<file path="config.mk">
export PLATFORM = sky130hd
export DESIGN_NAME = dir_cmd_queue_flat
export DESIGN_NICKNAME = d
export VERILOG_FILES = /design/src/rtl/dir_pkg.sv /design/src/rtl/dir_cmd_queue_if.sv /design/src/rtl/dir_fifo.sv /design/src/rtl/dir_cmd_queue.sv /design/src/flat_wrapper.sv
export SDC_FILE = /design/constraint.sdc
export NUM_CORES = 1
export LEC_CHECK = 0
export CAP_MARGIN = 20
export CORE_ASPECT_RATIO = 0.5
export CORE_MARGIN = 4
export CORE_UTILIZATION = 40
export CTS_CLUSTER_SIZE = 12
export DETAILED_ROUTE_END_ITERATION = 6
export PLACE_DENSITY_LB_ADDON = 0.3
export SETUP_SLACK_MARGIN = 0.02
export SLEW_MARGIN = 10
export SYNTH_ARGS = -nofsm -noshare
export SYNTH_HDL_FRONTEND = slang
export SYNTH_HIERARCHICAL = 1
export SYNTH_SLANG_ARGS = --single-unit
</file>
<file path="constraint.sdc">
create_clock -name clk -period 3.3 [get_ports clk]
set_input_delay 0.99 -clock clk [delete_from_list [all_inputs] [get_ports clk]]
set_output_delay 0.99 -clock clk [all_outputs]
set_load 0.02 [all_outputs]
</file>
<file path="src/rtl/dir_pkg.sv">
// -----------------------------------------------------------------------------
// dir_pkg
// Shared types and constants for the direction command queue.
//   dir_t        : 2-bit direction command (UP, RIGHT, DOWN, LEFT)
//   KEY_*        : ASCII codes of the accepted movement keys
//   is_reversal  : true when two directions point opposite ways
// -----------------------------------------------------------------------------
package dir_pkg;

  typedef enum logic [1:0] {
    DIR_UP    = 2'd0,
    DIR_RIGHT = 2'd1,
    DIR_DOWN  = 2'd2,
    DIR_LEFT  = 2'd3
  } dir_t;

  localparam logic [7:0] KEY_W_LO = 8'h77;
  localparam logic [7:0] KEY_W_UP = 8'h57;
  localparam logic [7:0] KEY_D_LO = 8'h64;
  localparam logic [7:0] KEY_D_UP = 8'h44;
  localparam logic [7:0] KEY_S_LO = 8'h73;
  localparam logic [7:0] KEY_S_UP = 8'h53;
  localparam logic [7:0] KEY_A_LO = 8'h61;
  localparam logic [7:0] KEY_A_UP = 8'h41;

  // Opposite directions differ only in bit 1 with this encoding.
  function automatic logic is_reversal(dir_t a, dir_t b);
    return ((a ^ b) == 2'b10);
  endfunction

endpackage

</file>
<file path="src/rtl/dir_cmd_queue_if.sv">
// -----------------------------------------------------------------------------
// dir_cmd_queue_if
// Character-in / command-out bundle of the direction command queue.
//   char_valid, char_in : character strobe from the input stage
//   dir_ready           : consumer pops the head command
//   dir_valid, dir_out  : head command (first-word fall-through)
//   fifo_count          : entries held
//   drop_count          : saturating count of rejected characters
//   drop_pulse          : one-cycle pulse per rejected character
// Modports: master = producer/consumer side, slave = the queue.
// -----------------------------------------------------------------------------
interface dir_cmd_queue_if #(
  parameter int DEPTH = 4,
  parameter int CNT_W = 8
);
  localparam int CW = $clog2(DEPTH + 1);

  logic             char_valid;
  logic [7:0]       char_in;
  logic             dir_ready;
  logic             dir_valid;
  logic [1:0]       dir_out;
  logic [CW-1:0]    fifo_count;
  logic [CNT_W-1:0] drop_count;
  logic             drop_pulse;

  modport master (
    output char_valid, char_in, dir_ready,
    input  dir_valid, dir_out, fifo_count, drop_count, drop_pulse
  );

  modport slave (
    input  char_valid, char_in, dir_ready,
    output dir_valid, dir_out, fifo_count, drop_count, drop_pulse
  );
endinterface

</file>
<file path="src/rtl/dir_fifo.sv">
// -----------------------------------------------------------------------------
// dir_fifo
// DEPTH x 2-bit synchronous FIFO, first-word fall-through read.
//   clk, rst    : clock, synchronous active-high reset
//   push, wdata : write request (caller guarantees not full unless popping)
//   pop, rdata  : read request (caller guarantees not empty), head entry
//   count       : entries held; full / empty flags
// -----------------------------------------------------------------------------
module dir_fifo
  import dir_pkg::*;
#(
  parameter  int DEPTH = 4,
  localparam int PTR_W = (DEPTH > 1) ? $clog2(DEPTH) : 1,
  localparam int CW    = $clog2(DEPTH + 1)
) (
  input  logic          clk,
  input  logic          rst,
  input  logic          push,
  input  dir_t          wdata,
  input  logic          pop,
  output dir_t          rdata,
  output logic [CW-1:0] count,
  output logic          full,
  output logic          empty
);

  logic [PTR_W-1:0] wr_ptr_q, wr_ptr_d;
  logic [PTR_W-1:0] rd_ptr_q, rd_ptr_d;
  logic [CW-1:0]    count_q, count_d;
  dir_t             mem_q [DEPTH];
  dir_t             mem_d [DEPTH];

  // Next-state for storage, pointers and occupancy.
  always_comb begin
    mem_d    = mem_q;
    wr_ptr_d = wr_ptr_q;
    rd_ptr_d = rd_ptr_q;
    count_d  = count_q;
    if (push) begin
      mem_d[wr_ptr_q] = wdata;
      // DEPTH is a power of two, so pointers wrap by natural overflow.
      wr_ptr_d        = wr_ptr_q + PTR_W'(1);
    end else begin
      wr_ptr_d = wr_ptr_q;
    end
    if (pop) begin
      rd_ptr_d = rd_ptr_q + PTR_W'(1);
    end else begin
      rd_ptr_d = rd_ptr_q;
    end
    case ({push, pop})
      2'b10:   count_d = count_q + CW'(1);
      2'b01:   count_d = count_q - CW'(1);
      default: count_d = count_q;
    endcase
  end

  // State registers; reset discards all contents.
  always_ff @(posedge clk) begin
    if (rst) begin
      wr_ptr_q <= {PTR_W{1'b0}};
      rd_ptr_q <= {PTR_W{1'b0}};
      count_q  <= {CW{1'b0}};
      for (int i = 0; i < DEPTH; i++) begin
        mem_q[i] <= DIR_UP;
      end
    end else begin
      wr_ptr_q <= wr_ptr_d;
      rd_ptr_q <= rd_ptr_d;
      count_q  <= count_d;
      mem_q    <= mem_d;
    end
  end

  assign rdata = mem_q[rd_ptr_q];
  assign count = count_q;
  assign full  = (count_q == CW'(DEPTH));
  assign empty = (count_q == {CW{1'b0}});

endmodule

</file>
<file path="src/rtl/dir_cmd_queue.sv">
// -----------------------------------------------------------------------------
// dir_cmd_queue
// Decodes ASCII movement keys (w/a/s/d, either case) into direction commands,
// rejects undecodable characters, and buffers accepted commands for the game
// tick engine, which pops one per move.
//   clk, rst : clock, synchronous active-high reset
//   bus      : dir_cmd_queue_if.slave (char strobe in, command handshake out,
//              fifo_count, drop_count, drop_pulse)
// Build option: define DIR_REVERSAL_FILTER_EN to also reject any command that
// reverses the last accepted direction (180 degree turn).
// -----------------------------------------------------------------------------
module dir_cmd_queue
  import dir_pkg::*;
#(
  parameter int   DEPTH     = 4,
  parameter int   CNT_W     = 8,
  parameter dir_t RESET_DIR = DIR_RIGHT
) (
  input logic           clk,
  input logic           rst,
  dir_cmd_queue_if.slave bus
);

  localparam int CW = $clog2(DEPTH + 1);

  logic             dec_valid_s;
  dir_t             dec_dir_s;
  logic             filt_pass_s;
  logic             push_s;
  logic             pop_s;
  logic             reject_s;
  dir_t             head_s;
  logic [CW-1:0]    count_s;
  logic             full_s;
  logic             empty_s;
  logic [CNT_W-1:0] drop_count_q, drop_count_d;
  logic             drop_pulse_q, drop_pulse_d;

  // Character decode; every non-key character is simply invalid.
  always_comb begin
    dec_valid_s = 1'b0;
    dec_dir_s   = DIR_UP;
    case (bus.char_in)
      KEY_W_LO, KEY_W_UP: begin dec_valid_s = 1'b1; dec_dir_s = DIR_UP;    end
      KEY_D_LO, KEY_D_UP: begin dec_valid_s = 1'b1; dec_dir_s = DIR_RIGHT; end
      KEY_S_LO, KEY_S_UP: begin dec_valid_s = 1'b1; dec_dir_s = DIR_DOWN;  end
      KEY_A_LO, KEY_A_UP: begin dec_valid_s = 1'b1; dec_dir_s = DIR_LEFT;  end
      default:            begin dec_valid_s = 1'b0; dec_dir_s = DIR_UP;    end
    endcase
  end

`ifdef DIR_REVERSAL_FILTER_EN
  dir_t last_dir_q, last_dir_d;

  assign filt_pass_s = !is_reversal(dec_dir_s, last_dir_q);

  // Track the last accepted direction; it outlives FIFO drains.
  always_comb begin
    if (push_s) begin
      last_dir_d = dec_dir_s;
    end else begin
      last_dir_d = last_dir_q;
    end
  end

  // Last-direction register.
  always_ff @(posedge clk) begin
    if (rst) begin
      last_dir_q <= RESET_DIR;
    end else begin
      last_dir_q <= last_dir_d;
    end
  end
`else
  logic unused_reset_dir_s;
  assign unused_reset_dir_s = ^RESET_DIR;
  assign filt_pass_s        = 1'b1;
`endif

  // A full FIFO still accepts when the head leaves in the same cycle.
  assign pop_s    = !empty_s && bus.dir_ready;
  assign push_s   = bus.char_valid && dec_valid_s && filt_pass_s && (!full_s || pop_s);
  assign reject_s = bus.char_valid && !push_s;

  dir_fifo #(.DEPTH(DEPTH)) u_fifo (
    .clk   (clk),
    .rst   (rst),
    .push  (push_s),
    .wdata (dec_dir_s),
    .pop   (pop_s),
    .rdata (head_s),
    .count (count_s),
    .full  (full_s),
    .empty (empty_s)
  );

  // Drop accounting: saturating counter plus registered pulse.
  always_comb begin
    drop_pulse_d = reject_s;
    if (reject_s && (drop_count_q != {CNT_W{1'b1}})) begin
      drop_count_d = drop_count_q + CNT_W'(1);
    end else begin
      drop_count_d = drop_count_q;
    end
  end

  // Drop registers.
  always_ff @(posedge clk) begin
    if (rst) begin
      drop_count_q <= {CNT_W{1'b0}};
      drop_pulse_q <= 1'b0;
    end else begin
      drop_count_q <= drop_count_d;
      drop_pulse_q <= drop_pulse_d;
    end
  end

  assign bus.dir_valid  = !empty_s;
  assign bus.dir_out    = empty_s ? DIR_UP : head_s;
  assign bus.fifo_count = count_s;
  assign bus.drop_count = drop_count_q;
  assign bus.drop_pulse = drop_pulse_q;

endmodule

</file>
<file path="src/flat_wrapper.sv">
// flat-port wrapper written by rule: the top's interface ports become plain ports
module dir_cmd_queue_flat import dir_pkg::*;
#(
  parameter int   DEPTH     = 4,
  parameter int   CNT_W     = 8,
  parameter dir_t RESET_DIR = DIR_RIGHT
)
  (clk, rst, bus_char_valid, bus_char_in, bus_dir_ready, bus_dir_valid, bus_dir_out, bus_fifo_count, bus_drop_count, bus_drop_pulse);
  dir_cmd_queue_if #(.DEPTH(DEPTH), .CNT_W(CNT_W)) bus_i ();
  input logic clk;
  input logic rst;
  input wire logic [$bits(bus_i.char_valid)-1:0] bus_char_valid;
  input wire logic [$bits(bus_i.char_in)-1:0] bus_char_in;
  input wire logic [$bits(bus_i.dir_ready)-1:0] bus_dir_ready;
  output wire logic [$bits(bus_i.dir_valid)-1:0] bus_dir_valid;
  output wire logic [$bits(bus_i.dir_out)-1:0] bus_dir_out;
  output wire logic [$bits(bus_i.fifo_count)-1:0] bus_fifo_count;
  output wire logic [$bits(bus_i.drop_count)-1:0] bus_drop_count;
  output wire logic [$bits(bus_i.drop_pulse)-1:0] bus_drop_pulse;
  assign bus_i.char_valid = bus_char_valid;
  assign bus_i.char_in = bus_char_in;
  assign bus_i.dir_ready = bus_dir_ready;
  assign bus_dir_valid = bus_i.dir_valid;
  assign bus_dir_out = bus_i.dir_out;
  assign bus_fifo_count = bus_i.fifo_count;
  assign bus_drop_count = bus_i.drop_count;
  assign bus_drop_pulse = bus_i.drop_pulse;
  dir_cmd_queue #(.DEPTH(DEPTH), .CNT_W(CNT_W), .RESET_DIR(RESET_DIR)) u_core (.clk(clk), .rst(rst), .bus(bus_i));
endmodule
</file>
==> reports/metrics.csv <==
metric,value,unit
status,completed,
pwr-share-seq,52.4,%
path_common_cell,inv_1,
slew_violations,0,
p_int,0.442,mW
start_util,42.2,%
syn_inst,149,
r2r_end,u_core/u_fifo/count[2],
yosysWarnings,6,
vias,1082,
synthArstFlopShare,0,%
grt_max_degree,17,
hold_path_depth,2,
min_period,3.07,ns
timing.rr.start,u_core/u_fifo/count[2],
finalCritPeriodShare,93.2,%
antenna_found_initial,0,
cts_tree,yes,
syn-num-nets,168,
dr.pass1.iters,4,
postLayoutSetupSlackWorst,0.225,ns
wire_per_inst,11.5,um
synth_common_cells,"dfxtp_1, a21oi_1, nand2_1, nor2_1, inv_1",
fin_area,0.00169,mm2
nets,203,
p_leak,0.577,nW
crit_type,in2reg,
ys_ff_latch,24,
root_buffer,clkbuf_8,
power_frac_clock,34.2,%
rsz0062_at_grt,false,
postSynthAreaPerCell,8.59,um2
postCtsSetupBuffers,0,
rows,14,
drt-initial-drc-count,49,
cap_violations,0,
irDropWorstVdd,0.000191,V
cp_num_buf_inv,3,
whs,0.459,ns
cpLargestDelayFamily,simple AND/OR/NAND/NOR gates,
grt_pass1_vias,1025,
synth_top_cell_by_area,dfxtp_1,
hp-start,u_core/u_fifo/mem_q[4],
slowest_delay,0.44,ns
yosysSeqAreaShare,37.5,%
fin_skew,0.00301,ns
track_usage,12.9,%
insertion_delay,0.26,ns
syn-cell-area,0.00128,mm2
crit_slowest_cell,clkdlybuf4s50_1,
gp_congestion,0.837,
drive_gt1_share,10.4,%
vias_per_cell,4.85,
min_path_type,reg2reg,
yosysMostFrequentCell,dfxtp_1,
required,3.49,ns
min_to,u_core/u_fifo/mem_q[4],
cp_data_arrival_time,3.27,ns
slew_headroom,70.9,%
cts_made_buffers,3,
overflow,0,
synth_edf_count,0,
switching_share,23.1,%
ant_nets,0,
fp.dieW,88,um
core_region_area,0.00303,mm2
synth-main-ff-cell,dfxtp_1,
area_delta_synth_final,31.9,%
cp_max_fo,2,
synthDominantCellAreaShare,37.5,%
combPwrFrac,13.4,%
yosysUniqueCellTypes,36,
crit_chain,clkdlybuf4s50_1 > or3b_1 > o21bai_4 > a211oi_2 > inv_1 > ha_1 > inv_1 > fa_1 > xor2_1 > or3_1 > a21oi_1,
synthTopCellsByArea,"dfxtp_1, a21oi_1, ha_1",
clkSlewWorstSetupHoldPaths,0.08,ns
worst_pin_slew,0.433,ns
dp_slack,-0.115,ns
die_y,48,um
hpwl,2010,um
cp-end-kind,flip-flop,
fillers,290,
setup_violations,0,
start_kind,input port,
placed_cell_area,0.00163,mm2
htreeDepth,1,
fmax,325,MHz
cts_sinks,24,
clock_path_buffers,2,
io_buffer_count,25,
n_antenna_cell,0,
powerDensity,341,mW/mm2
drcViolationCount,0,
wl,2560,um
hold_viol,0,
p_switching,0.133,mW
grt_pass1_wl,4240,um
dieArea,0.00422,mm2
top_level_ports,27,
r2r_cells,11,
ff2ff_setup_slack,0.80,ns
==> layout by cell type (no fill, tap or decap), types with 5 or more instances in the layout <==
master           instances
clkdlybuf4s50_1         25
nor2_1                  15
buf_4                    9
inv_1                   12
dfxtp_1                 24
nor2b_1                  5
ha_1                     6
nand3_1                 11
nand2_1                 15
a21oi_1                 15
==> per-layer routing <==
metal / track usage (%) / wire length, um
met2: 24.1 / 1190
met3: 4.12 / 83
met1: 15.6 / 1290
met4: 0.917 / 0
met5: 0 / 0
==> worst min-delay path: stages (launching register included) <==
cell and delay, ns:
dfxtp_1 0.31, nand2_1 0.05, a21oi_1 0.05
==> how the worst max path moves through the flow <==
stage,startpoint,to,slack (ns),cells after the start
after global routing,bus_char_in[6],u_core/u_fifo/count[2],0.08,11
after CTS,bus_char_in[6],u_core/u_fifo/count[2],0.16,11
final,bus_char_in[6],u_core/u_fifo/count[2],0.23,11
after floorplan,bus_char_in[3],u_core/u_fifo/count[2],0.14,12
after global placement,bus_char_in[6],u_core/u_fifo/count[2],-0.09,11
after detailed placement,bus_char_in[6],u_core/u_fifo/count[2],-0.11,11
==> metrics by stage <==
step,instances,util (%),TNS [ns],power (mW)
after global routing,223,55.7,0,0.603
final,223,55.7,0,0.575
after detailed placement,219,53.7,-0.144,0.385
after global placement,219,53.7,-0.101,0.384
after CTS,223,55.5,0,0.583
after floorplan,149,-,0,0.347
==> registers in the layout (all words and copies together) (netlist names) <==
name / flops
u_core/bus.drop_count: 8
u_core/u_fifo/count: 3
u_core/bus.drop_pulse: 1
u_core/u_fifo/rd_ptr_q: 2
u_core/u_fifo/mem_q: 8
u_core/u_fifo/wr_ptr_q: 2
==> power groups by stage <==
stage               Sequential [mW]  Clock, mW  Combinational [mW]
global placement              0.308          0              0.0755
CTS                           0.302      0.204              0.0774
finish                        0.301      0.197              0.0768
floorplan                     0.314          0              0.0329
global route                  0.302      0.216              0.0849
detailed placement            0.308          0              0.0768
==> cell type report <==
type                            count  area, um2  area share [%]
Clock buffer                        4       55.1            3.26
Multi-Input combinational cell    109        739            43.8
Sequential cell                    24        480            28.5
Inverter                           12       45.0            2.67
Tap cell                           40       50.0            2.97
Timing Repair Buffer               34        318            18.8
==> timing repair <==
action / 4_1_cts / 5_1_grt
resized for setup: 0 / 1
setup endpoints to repair: 0 / 1
hold buffers: 0 / 0
==> cell families (layout without fill, tap and decap cells) <==
logic type,count (synthesis),count (layout),synth area share (%)
AND/OR/NAND/NOR,66,66,25.7
flip-flops,24,24,37.5
AO/OA/AOI/OAI,23,23,12.6
buffers and inverters,16,50,5.08
adder cells (fa/ha/maj),7,7,7.43
XOR/XNOR,7,7,4.79
multiplexers,6,6,6.84
Power figures use the tool's default switching activity.
